`src/rtl/ps2_host_tx_pkg.sv`:
```
// Shared PS/2 definitions: FSM state encoding, frame geometry and common keyboard commands.
// Imported by the host transmitter and reusable by the keyboard receiver.
package ps2_host_tx_pkg;

  typedef enum logic [2:0] {
    ST_IDLE,
    ST_INHIBIT,
    ST_REQ,
    ST_SHIFT,
    ST_ACK,
    ST_WAIT_IDLE
  } ps2_state_e;

  localparam int DATA_BITS      = 8;
  localparam int LAST_SHIFT_IDX = 10;

  localparam logic [7:0] CMD_SET_LED = 8'hED;
  localparam logic [7:0] CMD_RESET   = 8'hFF;

  function automatic logic odd_parity(input logic [DATA_BITS-1:0] i_data);
    return ~^i_data;
  endfunction

endpackage

```
`src/rtl/ps2_host_tx_line_filter.sv`:
```
// Conditions one raw PS/2 line: 2-flop synchronizer, FILTER_LEN-sample stability filter
// and a one-cycle pulse when the filtered level falls from 1 to 0.
module ps2_host_tx_line_filter #(
  parameter int FILTER_LEN = 8
) (
  input  logic i_clk,
  input  logic i_rstn,
  input  logic i_raw,
  output logic o_level,
  output logic o_fall
);

  localparam int CW = (FILTER_LEN > 1) ? $clog2(FILTER_LEN) : 1;

  logic [1:0]    r_sync;
  logic [CW-1:0] r_cnt;
  logic          r_level;
  logic          r_fall;

  // An idle PS/2 line is pulled high, so everything presets to 1.
  always_ff @(posedge i_clk or negedge i_rstn) begin
    if (!i_rstn) begin
      r_sync  <= 2'b11;
      r_cnt   <= '0;
      r_level <= 1'b1;
      r_fall  <= 1'b0;
    end else begin
      r_sync <= {r_sync[0], i_raw};
      r_fall <= 1'b0;
      if (r_sync[1] == r_level) begin
        r_cnt <= '0;
      end else if (r_cnt == CW'(FILTER_LEN - 1)) begin
        r_cnt   <= '0;
        r_level <= r_sync[1];
        r_fall  <= r_level;
      end else begin
        r_cnt <= r_cnt + CW'(1);
      end
    end
  end

  assign o_level = r_level;
  assign o_fall  = r_fall;

endmodule

```
`src/rtl/ps2_host_tx.sv`:
```
// PS/2 host-to-device transmitter: inhibits the bus, requests to send, then shifts one
// command byte out on device clock falls and reports the device acknowledge or a timeout.
module ps2_host_tx
  import ps2_host_tx_pkg::*;
#(
  parameter int INHIBIT_CYCLES = 12000,
  parameter int TIMEOUT_CYCLES = 1500000,
  parameter int FILTER_LEN     = 8
) (
  input  logic                 i_clk,
  input  logic                 i_rstn,
  input  logic                 i_start,
  input  logic [DATA_BITS-1:0] i_tx_data,
  input  logic                 i_ps2_clk_in,
  input  logic                 i_ps2_data_in,
  output logic                 o_ps2_clk_oe,
  output logic                 o_ps2_data_oe,
  output logic                 o_busy,
  output logic                 o_tx_active,
  output logic                 o_done,
  output logic                 o_ack_ok,
  output logic                 o_err
);

  localparam int CNT_MAX = (INHIBIT_CYCLES > TIMEOUT_CYCLES) ? INHIBIT_CYCLES : TIMEOUT_CYCLES;
  localparam int CNT_W   = $clog2(CNT_MAX + 1);
  localparam logic [CNT_W-1:0] INH_LAST = CNT_W'(INHIBIT_CYCLES - 1);
  localparam logic [CNT_W-1:0] TO_LAST  = CNT_W'(TIMEOUT_CYCLES - 1);
  localparam logic [3:0]       BIT_LAST = 4'(LAST_SHIFT_IDX - 1);

  logic w_clkLevel, w_clkFall, w_dataLevel, w_unusedDataFall;

  ps2_host_tx_line_filter #(.FILTER_LEN(FILTER_LEN)) u_clkFilter (
    .i_clk   (i_clk),
    .i_rstn  (i_rstn),
    .i_raw   (i_ps2_clk_in),
    .o_level (w_clkLevel),
    .o_fall  (w_clkFall)
  );

  ps2_host_tx_line_filter #(.FILTER_LEN(FILTER_LEN)) u_dataFilter (
    .i_clk   (i_clk),
    .i_rstn  (i_rstn),
    .i_raw   (i_ps2_data_in),
    .o_level (w_dataLevel),
    .o_fall  (w_unusedDataFall)
  );

  ps2_state_e           r_state, w_stateNext;
  logic [CNT_W-1:0]     r_cnt, w_cntNext;
  logic [3:0]           r_bitCnt, w_bitCntNext;
  logic [DATA_BITS:0]   r_shift, w_shiftNext;
  logic r_clkOe, w_clkOeNext, r_dataOe, w_dataOeNext, r_busy, w_busyNext;
  logic r_done, w_doneNext, r_ackOk, w_ackOkNext, r_err, w_errNext;
  logic w_timedState, w_timeout;

  // A clock fall in the same cycle as the timeout wins: the device is still alive.
  assign w_timedState = (r_state == ST_SHIFT) || (r_state == ST_ACK) || (r_state == ST_WAIT_IDLE);
  assign w_timeout    = w_timedState && !w_clkFall && (r_cnt == TO_LAST);

  always_comb begin
    w_stateNext  = r_state;
    w_cntNext    = r_cnt;
    w_bitCntNext = r_bitCnt;
    w_shiftNext  = r_shift;
    w_clkOeNext  = r_clkOe;
    w_dataOeNext = r_dataOe;
    w_busyNext   = r_busy;
    w_doneNext   = 1'b0;
    w_ackOkNext  = r_ackOk;
    w_errNext    = r_err;
    case (r_state)
      ST_IDLE: begin
        if (i_start && !r_done) begin
          w_shiftNext  = {odd_parity(i_tx_data), i_tx_data};
          w_ackOkNext  = 1'b0;
          w_errNext    = 1'b0;
          w_busyNext   = 1'b1;
          w_clkOeNext  = 1'b1;
          w_dataOeNext = 1'b0;
          w_cntNext    = '0;
          w_stateNext  = ST_INHIBIT;
        end
      end
      ST_INHIBIT: begin
        if (r_cnt == INH_LAST) begin
          w_cntNext    = '0;
          w_dataOeNext = 1'b1;
          w_stateNext  = ST_REQ;
        end else begin
          w_cntNext = r_cnt + CNT_W'(1);
        end
      end
      ST_REQ: begin
        w_clkOeNext  = 1'b0;
        w_bitCntNext = '0;
        w_cntNext    = '0;
        w_stateNext  = ST_SHIFT;
      end
      ST_SHIFT: begin
        if (w_clkFall) begin
          w_cntNext    = '0;
          w_bitCntNext = r_bitCnt + 4'd1;
          if (r_bitCnt == BIT_LAST) begin
            w_dataOeNext = 1'b0;
            w_stateNext  = ST_ACK;
          end else begin
            w_dataOeNext = ~r_shift[0];
            w_shiftNext  = {1'b0, r_shift[DATA_BITS:1]};
          end
        end else begin
          w_cntNext = r_cnt + CNT_W'(1);
        end
      end
      ST_ACK: begin
        if (w_clkFall) begin
          w_cntNext   = '0;
          w_ackOkNext = ~w_dataLevel;
          w_stateNext = ST_WAIT_IDLE;
        end else begin
          w_cntNext = r_cnt + CNT_W'(1);
        end
      end
      ST_WAIT_IDLE: begin
        if (w_clkFall) begin
          w_cntNext = '0;
        end else if (w_clkLevel && w_dataLevel) begin
          w_cntNext   = '0;
          w_doneNext  = 1'b1;
          w_busyNext  = 1'b0;
          w_stateNext = ST_IDLE;
        end else begin
          w_cntNext = r_cnt + CNT_W'(1);
        end
      end
      default: w_stateNext = ST_IDLE;
    endcase
    if (w_timeout) begin
      w_clkOeNext  = 1'b0;
      w_dataOeNext = 1'b0;
      w_errNext    = 1'b1;
      w_ackOkNext  = 1'b0;
      w_doneNext   = 1'b1;
      w_busyNext   = 1'b0;
      w_cntNext    = '0;
      w_stateNext  = ST_IDLE;
    end
  end

  always_ff @(posedge i_clk or negedge i_rstn) begin
    if (!i_rstn) begin
      r_state  <= ST_IDLE;
      r_cnt    <= '0;
      r_bitCnt <= '0;
      r_shift  <= '0;
      r_clkOe  <= 1'b0;
      r_dataOe <= 1'b0;
      r_busy   <= 1'b0;
      r_done   <= 1'b0;
      r_ackOk  <= 1'b0;
      r_err    <= 1'b0;
    end else begin
      r_state  <= w_stateNext;
      r_cnt    <= w_cntNext;
      r_bitCnt <= w_bitCntNext;
      r_shift  <= w_shiftNext;
      r_clkOe  <= w_clkOeNext;
      r_dataOe <= w_dataOeNext;
      r_busy   <= w_busyNext;
      r_done   <= w_doneNext;
      r_ackOk  <= w_ackOkNext;
      r_err    <= w_errNext;
    end
  end

  assign o_ps2_clk_oe  = r_clkOe;
  assign o_ps2_data_oe = r_dataOe;
  assign o_busy        = r_busy;
  assign o_tx_active   = r_busy;
  assign o_done        = r_done;
  assign o_ack_ok      = r_ackOk;
  assign o_err         = r_err;

endmodule
```
`config.mk`:
```
export PLATFORM = sky130hd
export DESIGN_NAME = ps2_host_tx
export DESIGN_NICKNAME = d
export VERILOG_FILES = /design/src/rtl/ps2_host_tx_pkg.sv /design/src/rtl/ps2_host_tx_line_filter.sv /design/src/rtl/ps2_host_tx.sv
export SDC_FILE = /design/constraint.sdc
export NUM_CORES = 1
export LEC_CHECK = 0
export CORE_MARGIN = 8
export CORE_UTILIZATION = 35
export CTS_CLUSTER_DIAMETER = 120
export DETAILED_ROUTE_END_ITERATION = 8
export GPL_TIMING_DRIVEN = 0
export RECOVER_POWER = 100
export SETUP_SLACK_MARGIN = 0.5
export SLEW_MARGIN = 30
export SYNTH_ARGS = -nofsm -noshare
export SYNTH_HDL_FRONTEND = slang
export SYNTH_SLANG_ARGS = --single-unit
```
`constraint.sdc`:
```
create_clock -name i_clk -period 2 [get_ports i_clk]
set_input_delay 0.3 -clock i_clk [delete_from_list [all_inputs] [get_ports i_clk]]
set_output_delay 0.3 -clock i_clk [all_outputs]
set_load 0.05 [all_outputs]
```
* Word-level counts from Yosys, hierarchy flattened
Index checks and enable logic that the tools add are counted.
** Cells by class
- Add/sub/neg operators :: 4
- Multiply operators :: 0
- Divide/modulo/power cells :: 0
- Magnitude comparators :: 0
- Equal/unequal tests :: 22
- Shift operators :: 0
- Mux-type cells :: 50
- Bitwise logic cells :: 4
- Reductions and logical operators :: 31
** Operator list (number)
- 2-to-1 mux 21 bit :: 6
- one-hot mux 21 bit (5 select lines) :: 1
- 2-to-1 mux 3 bit :: 12
- 2-to-1 mux 9 bit :: 3
- adder 21 x 1 -> 21 bit, second input constant :: 1
- equality test 21 x 14 -> 1 bit, second input constant :: 1
- equality test 21 bit, second input constant :: 1
- 2-to-1 mux 1 bit :: 20
- one-hot mux 3 bit (6 select lines) :: 1
- one-hot mux 9 bit (2 select lines) :: 1
- equality test 3 bit, second input constant :: 4
- inequality test 3 x 2 -> 1 bit, second input constant :: 4
- AND reduction 2 bit :: 6
- AND reduction 4 bit :: 3
- inequality test 3 bit, second input constant :: 3
- nonzero test 3 bit :: 3
- one-hot mux 4 bit (2 select lines) :: 1
- nonzero test 2 bit :: 4
- XNOR reduction 8 bit :: 1
- AND reduction 7 bit :: 1
- adder 3 x 1 -> 3 bit, second input constant :: 2
- equality test 3 x 2 -> 1 bit, second input constant :: 2
- one-hot mux 1 bit (2 select lines) :: 3
- nonzero test 6 bit :: 1
- 16 further kinds :: 26
** Word-level totals
- Bits in registers :: 56
- Latch bits :: 0
- Memory bits (writable) :: 0
- Bits in read-only memories :: 0
- Output and inout port bits :: 7
- Memories kept :: 0

* Depth between registers and ports, before layout
Gate-level depths: netlist of the first run.
- Word-level depth :: 7
- Depth in mapped cells :: 9

* Cells and area by module
From an unflattened synthesis of the first run, not the netlist that was laid out.
** Unflattened totals
- Cell total of the unflattened synthesis :: 296
- Area, all modules :: 2967.8 µm²
** By module, submodules not included
- ps2_host_tx :: times used 1, cells each 266, area an instance 2449.8 µm²
- ps2_host_tx_line_filter :: times used 2, cells each 15, area an instance 259.0 µm²

* Worst setup path before layout of the first run
OpenSTA, ideal clock, no wires.
- Kind :: register to register
- Start :: register r_cnt[0]
- End :: register r_state[0]
- Data arrival time :: 1.805 ns
- Required time :: 1.875 ns
- Slack :: 0.071 ns
- Stages on the path, launching flop included :: 9
- Buffers on the path :: 1
- Clock period less this slack :: 1.929 ns
- Cell sequence :: dfrtp_1 ha_1 nand3_1 nor4_1 nand2_1 clkbuf_1 nand2_1 a22oi_1 mux2_2
** Between the ends
- Longest elaborated chain between the ends :: 4
- Elaborated cells on any way between the ends :: 12
- Those cells by class :: 9 x eq/ne; 1 x mux; 2 x reduce/logical
** RTL lines
- start, declared :: RTL line ps2_host_tx.sv:50 : logic [CNT_W-1:0] r_cnt, w_cntNext;
- start signal, assigned :: RTL line ps2_host_tx.sv:164 : r_cnt <= w_cntNext;
- equality test 21 bit :: RTL line ps2_host_tx.sv:59 : assign w_timeout = w_timedState && !w_clkFall && (r_cnt == TO_LAST);
- logical AND 1 bit :: RTL line ps2_host_tx.sv:59
- inequality test 3 bit (no line) / inequality test 3 x 2 -> 1 bit (equally long branches)
- AND reduction 7 bit (no line)
- end signal, assigned :: RTL line ps2_host_tx.sv:163 : r_state <= w_stateNext;
- end, declared :: RTL line ps2_host_tx.sv:49 : ps2_state_e r_state, w_stateNext;
Parallel ways exist; a longest one is shown, timed or not.
A chain may end at the register's enable or synchronous reset.

* Worst setup path in the final report of the first run
- Start :: register r_cnt[11]
- End :: register r_cnt[8]
** Between the ends
- Longest elaborated chain between the ends :: 4
- Elaborated cells on any way between the ends :: 9
- Those cells by class :: 3 x eq/ne; 3 x mux; 3 x reduce/logical
** RTL lines
- equality test 21 x 14 -> 1 bit / equality test 21 bit (equally long branches) :: RTL line ps2_host_tx.sv:86, ps2_host_tx.sv:59
- 2-to-1 mux 21 bit / logical AND 1 bit (equally long branches) :: RTL line ps2_host_tx.sv:86, ps2_host_tx.sv:59
- one-hot mux 21 bit (5 select lines), or another cell as far along :: RTL line ps2_host_tx.sv:72 : case (r_state)
- 2-to-1 mux 21 bit / AND reduction 2 bit (equally long branches)
Parallel ways exist; a longest one is shown, timed or not.

==> results.cfg, run 1 <==
[status]
status = complete, no violations

[clock_tree]
clk_pin_slew_ps = 100
cts_buffers = 5
cts-root-buf = clkbuf_8
numClockSinks = 56
cts_tree = built
htreeDepth = 2
clock_latency_ps = 310
clk_path_buf_depth = 2

[power]
max-vdd-ir-drop_v = 0.000370
seq_power_share = 0.547
p_clk_frac = 0.325
internal_power_mw = 1.87
p_total_mw = 2.51
power.leakage_nw = 1.63
p_sw_mw = 0.637
swShare = 0.254
p_comb_frac = 0.128
cellPowerDensity_mw_per_mm2 = 632

[setup_path]
cp.arrival_ps = 2190
critical_path_buf_inv_count = 2
cp.depth = 8
rrSetupSlack_ps = 20
critical_path_class = reg2reg
endpoint_kind = flip-flop
critPathMaxFanout = 10
slowest_stage = or4b_1
start_kind = flip-flop
worstReg2RegEnd = r_cnt[8]$_DFFE_PN0P_
rr_startpoint = r_cnt[11]$_DFFE_PN0P_
worstPathRequired_ps = 2210
path_cells = or4b_1 > nor4_2 > o211ai_1 > o21ai_4 > nor2b_4 > buf_6 > buf_12 > nor2_1
critPathMaxStageDelay_ps = 540
r2r_cells = 8
cp_top_family = simple AND/OR/NAND/NOR gates

[sta]
setup_viol = 0
timing.final.crit_share = 0.990
fmax_mhz = 505
slew_viol_final = 0
skew_ps = 11.9
grt_setup_unrepaired = true
min_period_ps = 1980
timing.final.ws_setup_ps = 20.1
relSlewSlack = 0.531
hold_slack_ps = 360
finalHoldViolCount = 0
worst_slew_pin_slew_ps = 704

[synth]
synth_top_cell_area_share = 0.418
synth_top_cell_by_area = dfrtp_1
ys_seq_elements = 56
async_flop_share = 1.00
synth_area_mm2 = 0.00299
ys.flop_type = dfrtp_1
ys_warn_count = 0
seq_area_frac_synth = 0.471
synth.distinct_cells = 59
synth_nets = 328
synthTopCellsByArea = dfrtp_1, dfstp_2, nor2_1
synth.avg_cell_area_um2 = 9.72
netlist_instances = 308
synth_edf_count = 0

[floorplan]
die_h_um = 108
io_pins = 20
die_area_mm2 = 0.0118
core_area_mm2 = 0.00826
start_util = 0.363
die_width_um = 108
fp-row-count = 33

[min_path]
holdCritPathClass = reg2reg
hold_end = u_clkFilter.r_sync[1]$_DFF_PN1_
hold_start = u_clkFilter.r_sync[0]$_DFF_PN1_
whs_path_depth = 0

[detailed_routing]
drc_errors = 0
drt_iter0_drc = 94
detail_route.vias_per_cell = 5.27
antenna_left = 0
routed_wl_mm = 7.27
dr.pass1.iters = 5
dr_total_vias = 2472
wire_per_inst_um = 15.5

[cells_and_area]
num_antenna_cells = 0
final_nets = 383
drive_above_1_share = 0.335
final_common_cell = dfrtp_1
final_core_util = 0.481
final_cells = 469
syn_to_final_growth_pct = 32.7
multi_input_area_mm2 = 0.00179
fillers = 767
final_cell_mix = dfrtp_1, nor2_1, buf_4, nand2_1, o21ai_0
seq_area_mm2 = 0.00141

[global_routing]
grt_remaining_overflow = 0
grt_pass1_vias = 2399
grt_max_degree = 31
grtUsageTotal = 0.120
antenna_found_initial = 0
grt_pass1_wl_mm = 11.5

[run]
maxCapViolCount = 0

[placed_design]
gp_congestion = 0.792
dpl.hpwl_mm = 4.53
dp_slack_ps = -392
placed_cells = 433
portBuffers = 19
how the worst max path moves through the flow:
stage,slack (ps),start,end
5_1_grt,-60,r_cnt[7]$_DFFE_PN0P_,r_cnt[12]$_DFFE_PN0P_
2_1_floorplan,110,r_cnt[11]$_DFFE_PN0P_,r_cnt[13]$_DFFE_PN0P_
3_3_place_gp,-1410,i_rstn,o_done$_DFF_PN0_
4_1_cts,10,r_cnt[11]$_DFFE_PN0P_,r_cnt[8]$_DFFE_PN0P_
3_5_place_dp,-390,i_start,r_cnt[18]$_DFFE_PN0P_
6_report,20,r_cnt[11]$_DFFE_PN0P_,r_cnt[8]$_DFFE_PN0P_
repair_timing:
item	CTS	global route
resized for setup	39	79
endpoints found under the hold margin	26	0
setup buffers	19	6
endpoints found under the setup margin	47	44
hold buffers	1	0
pin swaps	5	18
gates cloned	1	1
power by group through the flow:
stage | sequential, mW | clock, mW | combinational [mW]
after floorplan | 1.37 | 0 | 0.194
after global placement | 1.40 | 0 | 0.268
after detailed placement | 1.40 | 0 | 0.284
after CTS | 1.38 | 0.835 | 0.305
after global routing | 1.39 | 0.878 | 0.369
final | 1.37 | 0.815 | 0.321
area by class of cell:
class                      instances  area share
multi-input combinational        233       0.449
clock inverter                     1     0.00756
sequential                        56       0.356
clock buffer                       7      0.0243
timing repair buffer              48      0.0948
inverter                           6     0.00567
buffer                            13      0.0296
tap                              105      0.0331
metrics by stage:
| step | setup TNS (ps) | cell area [µm²] |
|---|---|---|
| 6_report | 0 | 3970 |
| 5_1_grt | -871 | 3970 |
| 4_1_cts | 0 | 3760 |
| 3_5_place_dp | -2900 | 3400 |
| 3_3_place_gp | -66290 | 3390 |
| 2_1_floorplan | 0 | 3070 |
cells by family after synthesis:
| group | Yosys count | share of synthesized area |
|---|---|---|
| simple gates | 129 | 0.228 |
| compound gates | 65 | 0.137 |
| flops | 56 | 0.471 |
| xor+xnor | 20 | 0.0585 |
| buf+inv | 19 | 0.0355 |
| mux | 12 | 0.0414 |
| fa+ha+maj | 7 | 0.0293 |
Yosys cell counts, types with 4 or more instances:
library cell and count:
buf_2 5, dfrtp_1 50, inv_1 6, a21oi_1 19
and3_1 4, xnor2_1 12, nand2_1 29, o21ai_0 21
nor3_1 8, mux2i_1 9, dfstp_2 6, xor2_1 8
nand3_1 11, nand2b_1 5, o32ai_1 4, and2_1 5
ha_1 7, nor2_1 32
state kept, by name, summed over array words and instances (netlist names), 2 cells and up:
register / count
u_dataFilter.r_cnt: 3
u_dataFilter.r_sync: 2
u_clkFilter.r_sync: 2
r_shift: 9
u_clkFilter.r_cnt: 3
r_state: 3
r_cnt: 21
r_bitCnt: 4
metal layers:
layer / vias up / global-route usage / part of all wire
met5: - / 0 / 0
met4: 0 / 0.0391 / 0.0065
met3: 2 / 0.0214 / 0.027
met2: 40 / 0.191 / 0.49
met1: 1224 / 0.160 / 0.48
li1: 1206 / - / -
worst reg2reg max path, cell delays in order, from the launching register on:
cell and delay, ps:
dfrtp_1 420, or4b_1 540, nor4_2 160, o211ai_1 170
o21ai_4 110, nor2b_4 180, buf_6 130, buf_12 120
nor2_1 50
(Power assumes the default switching activity.)
==> inputs of run 2 (changes only) <==
Settings changed: HOLD_SLACK_MARGIN from default to 0.12, TNS_END_PERCENT from default to 100.
==> results of run 2 <==
No change in the layout: final DEF, timing and power equal those of run 1.
==> inputs of run 3 (changes only) <==
Settings changed: SLEW_MARGIN 30 to 25.
==> results of run 3 <==
No change in the layout: final DEF, timing and power equal those of run 1.
==> RTL change (settings of run 1) <==
The parameter `TIMEOUT_CYCLES` goes from 1500000 to 375000.
--- a/src/rtl/ps2_host_tx.sv
+++ b/src/rtl/ps2_host_tx.sv
@@ -6,3 +6,3 @@
   parameter int INHIBIT_CYCLES = 12000,
-  parameter int TIMEOUT_CYCLES = 1500000,
+  parameter int TIMEOUT_CYCLES = 375000,
   parameter int FILTER_LEN     = 8
Formal check against the unedited RTL: same outputs for any inputs over 10 cycles, from zero or initial values and one cycle with i_rstn low; that may be too few to reach the edited logic, so the function may still have changed.
==> RTL change against run 1 <==
Highest routed layer unchanged; sequential cell count decreased by 2; routed wire length rose by 1.8%; critical path depth did not move; area after synthesis fell by 0.75%; count of clock-buffer cells in the layout shrank 2; sequential share of layout area fell by 0.89 points; worst setup slack gained 130 ps; final area decreased by 0.60%.
Power is not compared: it rests on default switching activity, and its combinational part moved more than twofold at a synthesized area within 25%.
==> RTL change: results (changes against run 1) <==
STATUS
--------------------------------------------------------------------------------------
Run status                                                                complete, no violations   unchanged

GLOBAL ROUTE
--------------------------------------------------------------------------------------
GR Layer Usage met3                                                              2.38%   was 2.14%
Pin count of the biggest net entering global routing                                39   was 31
Grt met2 use                                                                     21.3%   was 19.1%

SYNTHESIS
--------------------------------------------------------------------------------------
Most common library cells after synthesis                                 sky130_fd_sc_hd__dfrtp_1 (48), sky130_fd_sc_hd__nor2_1 (37), sky130_fd_sc_hd__xnor2_1 (20), sky130_fd_sc_hd__nand2_1 (19), sky130_fd_sc_hd__a21oi_1 (15)   was sky130_fd_sc_hd__dfrtp_1 (50), sky130_fd_sc_hd__nor2_1 (32), sky130_fd_sc_hd__nand2_1 (29), sky130_fd_sc_hd__o21ai_0 (21), sky130_fd_sc_hd__a21oi_1 (19)
Post-synthesis cell count                                                          294   was 308
Yosys cell types                                                                    61   was 59

FINISH
--------------------------------------------------------------------------------------
Filler Cell Count                                                                  733   was 767
Sequential cell area                                                         1370 um^2   was 1410 um^2
Data buffer area share                                                           14.3%   was 12.4%
Fraction of area in multi-input gates                                            44.2%   was 44.9%
Post-Route Utilization                                                           48.1%   about the same
Number of sequential storage elements                                               54   was 56
Non-clock inverters                                                                 10   was 6
Proportion of layout cells with a drive suffix above 1                           35.3%   was 33.5%

WORST SETUP PATH
--------------------------------------------------------------------------------------
Critical path fanouts, max                                                           4   was 10
Crit. Startpoint                                                              r_cnt[1]   was r_cnt[11]
Peak per-stage delay on the critical path                                       410 ps   was 540 ps

STA
--------------------------------------------------------------------------------------
Least-Margin Pin Slew                                                           993 ps   was 704 ps
Final Skew                                                                     14.6 ps   was 11.9 ps

PLACEMENT
--------------------------------------------------------------------------------------
Placed Area                                                                  3380 um^2   was 3400 um^2
Detailed placement HPWL                                                        4650 um   was 4530 um
Weighted congestion reported at the end of routability-driven placement          0.812   was 0.792

ROUTE
--------------------------------------------------------------------------------------
DR vias/cell                                                                      5.35   was 5.27
Total met2 wirelength after detailed routing                                   3800 um   was 3570 um
Routed met3 length                                                              237 um   was 196 um
Count of TritonRoute iterations in the first routing pass                            4   was 5
Detailed Route Iter0 Violations                                                    137   was 94

CLOCKING
--------------------------------------------------------------------------------------
Post-cts sizing count                                                               72   was 39
Setup Fix Bufs, Post-CTS                                                            17   was 19

==> RTL change: final timing paths <==
kind                                          end  slack (ps)  depth (start not counted)
setup / recovery                         r_cnt[4]         150                          8
hold / removal             u_dataFilter.r_sync[1]         360                          0
setup reg to reg                         r_cnt[4]         150                          8
hold reg to reg            u_dataFilter.r_sync[1]         360                          0
max in group asynchronous    u_dataFilter.o_level         570                          3
min in group asynchronous            o_ps2_clk_oe         650                          2
==> RTL change: logic make-up (layout without fill, tap and decap cells) <==
family / after synthesis / in the layout / share of synthesized area, %
buf+inv: 23 / 83 / 4.55
flops: 54 / 54 / 45.7
fa+ha+maj: 7 / 7 / 2.95
compound gates: 59 / 59 / 14.6
mux: 12 / 12 / 4.13
simple gates: 116 / 116 / 21.3
xor+xnor: 23 / 23 / 6.78
==> RTL change: power by group <==
| part | internal, mW | switching [mW] |
|---|---|---|
| registers | 1.31 | 0.186 |
| clock network | 0.259 | 0.399 |
| logic | 0.436 | 0.435 |
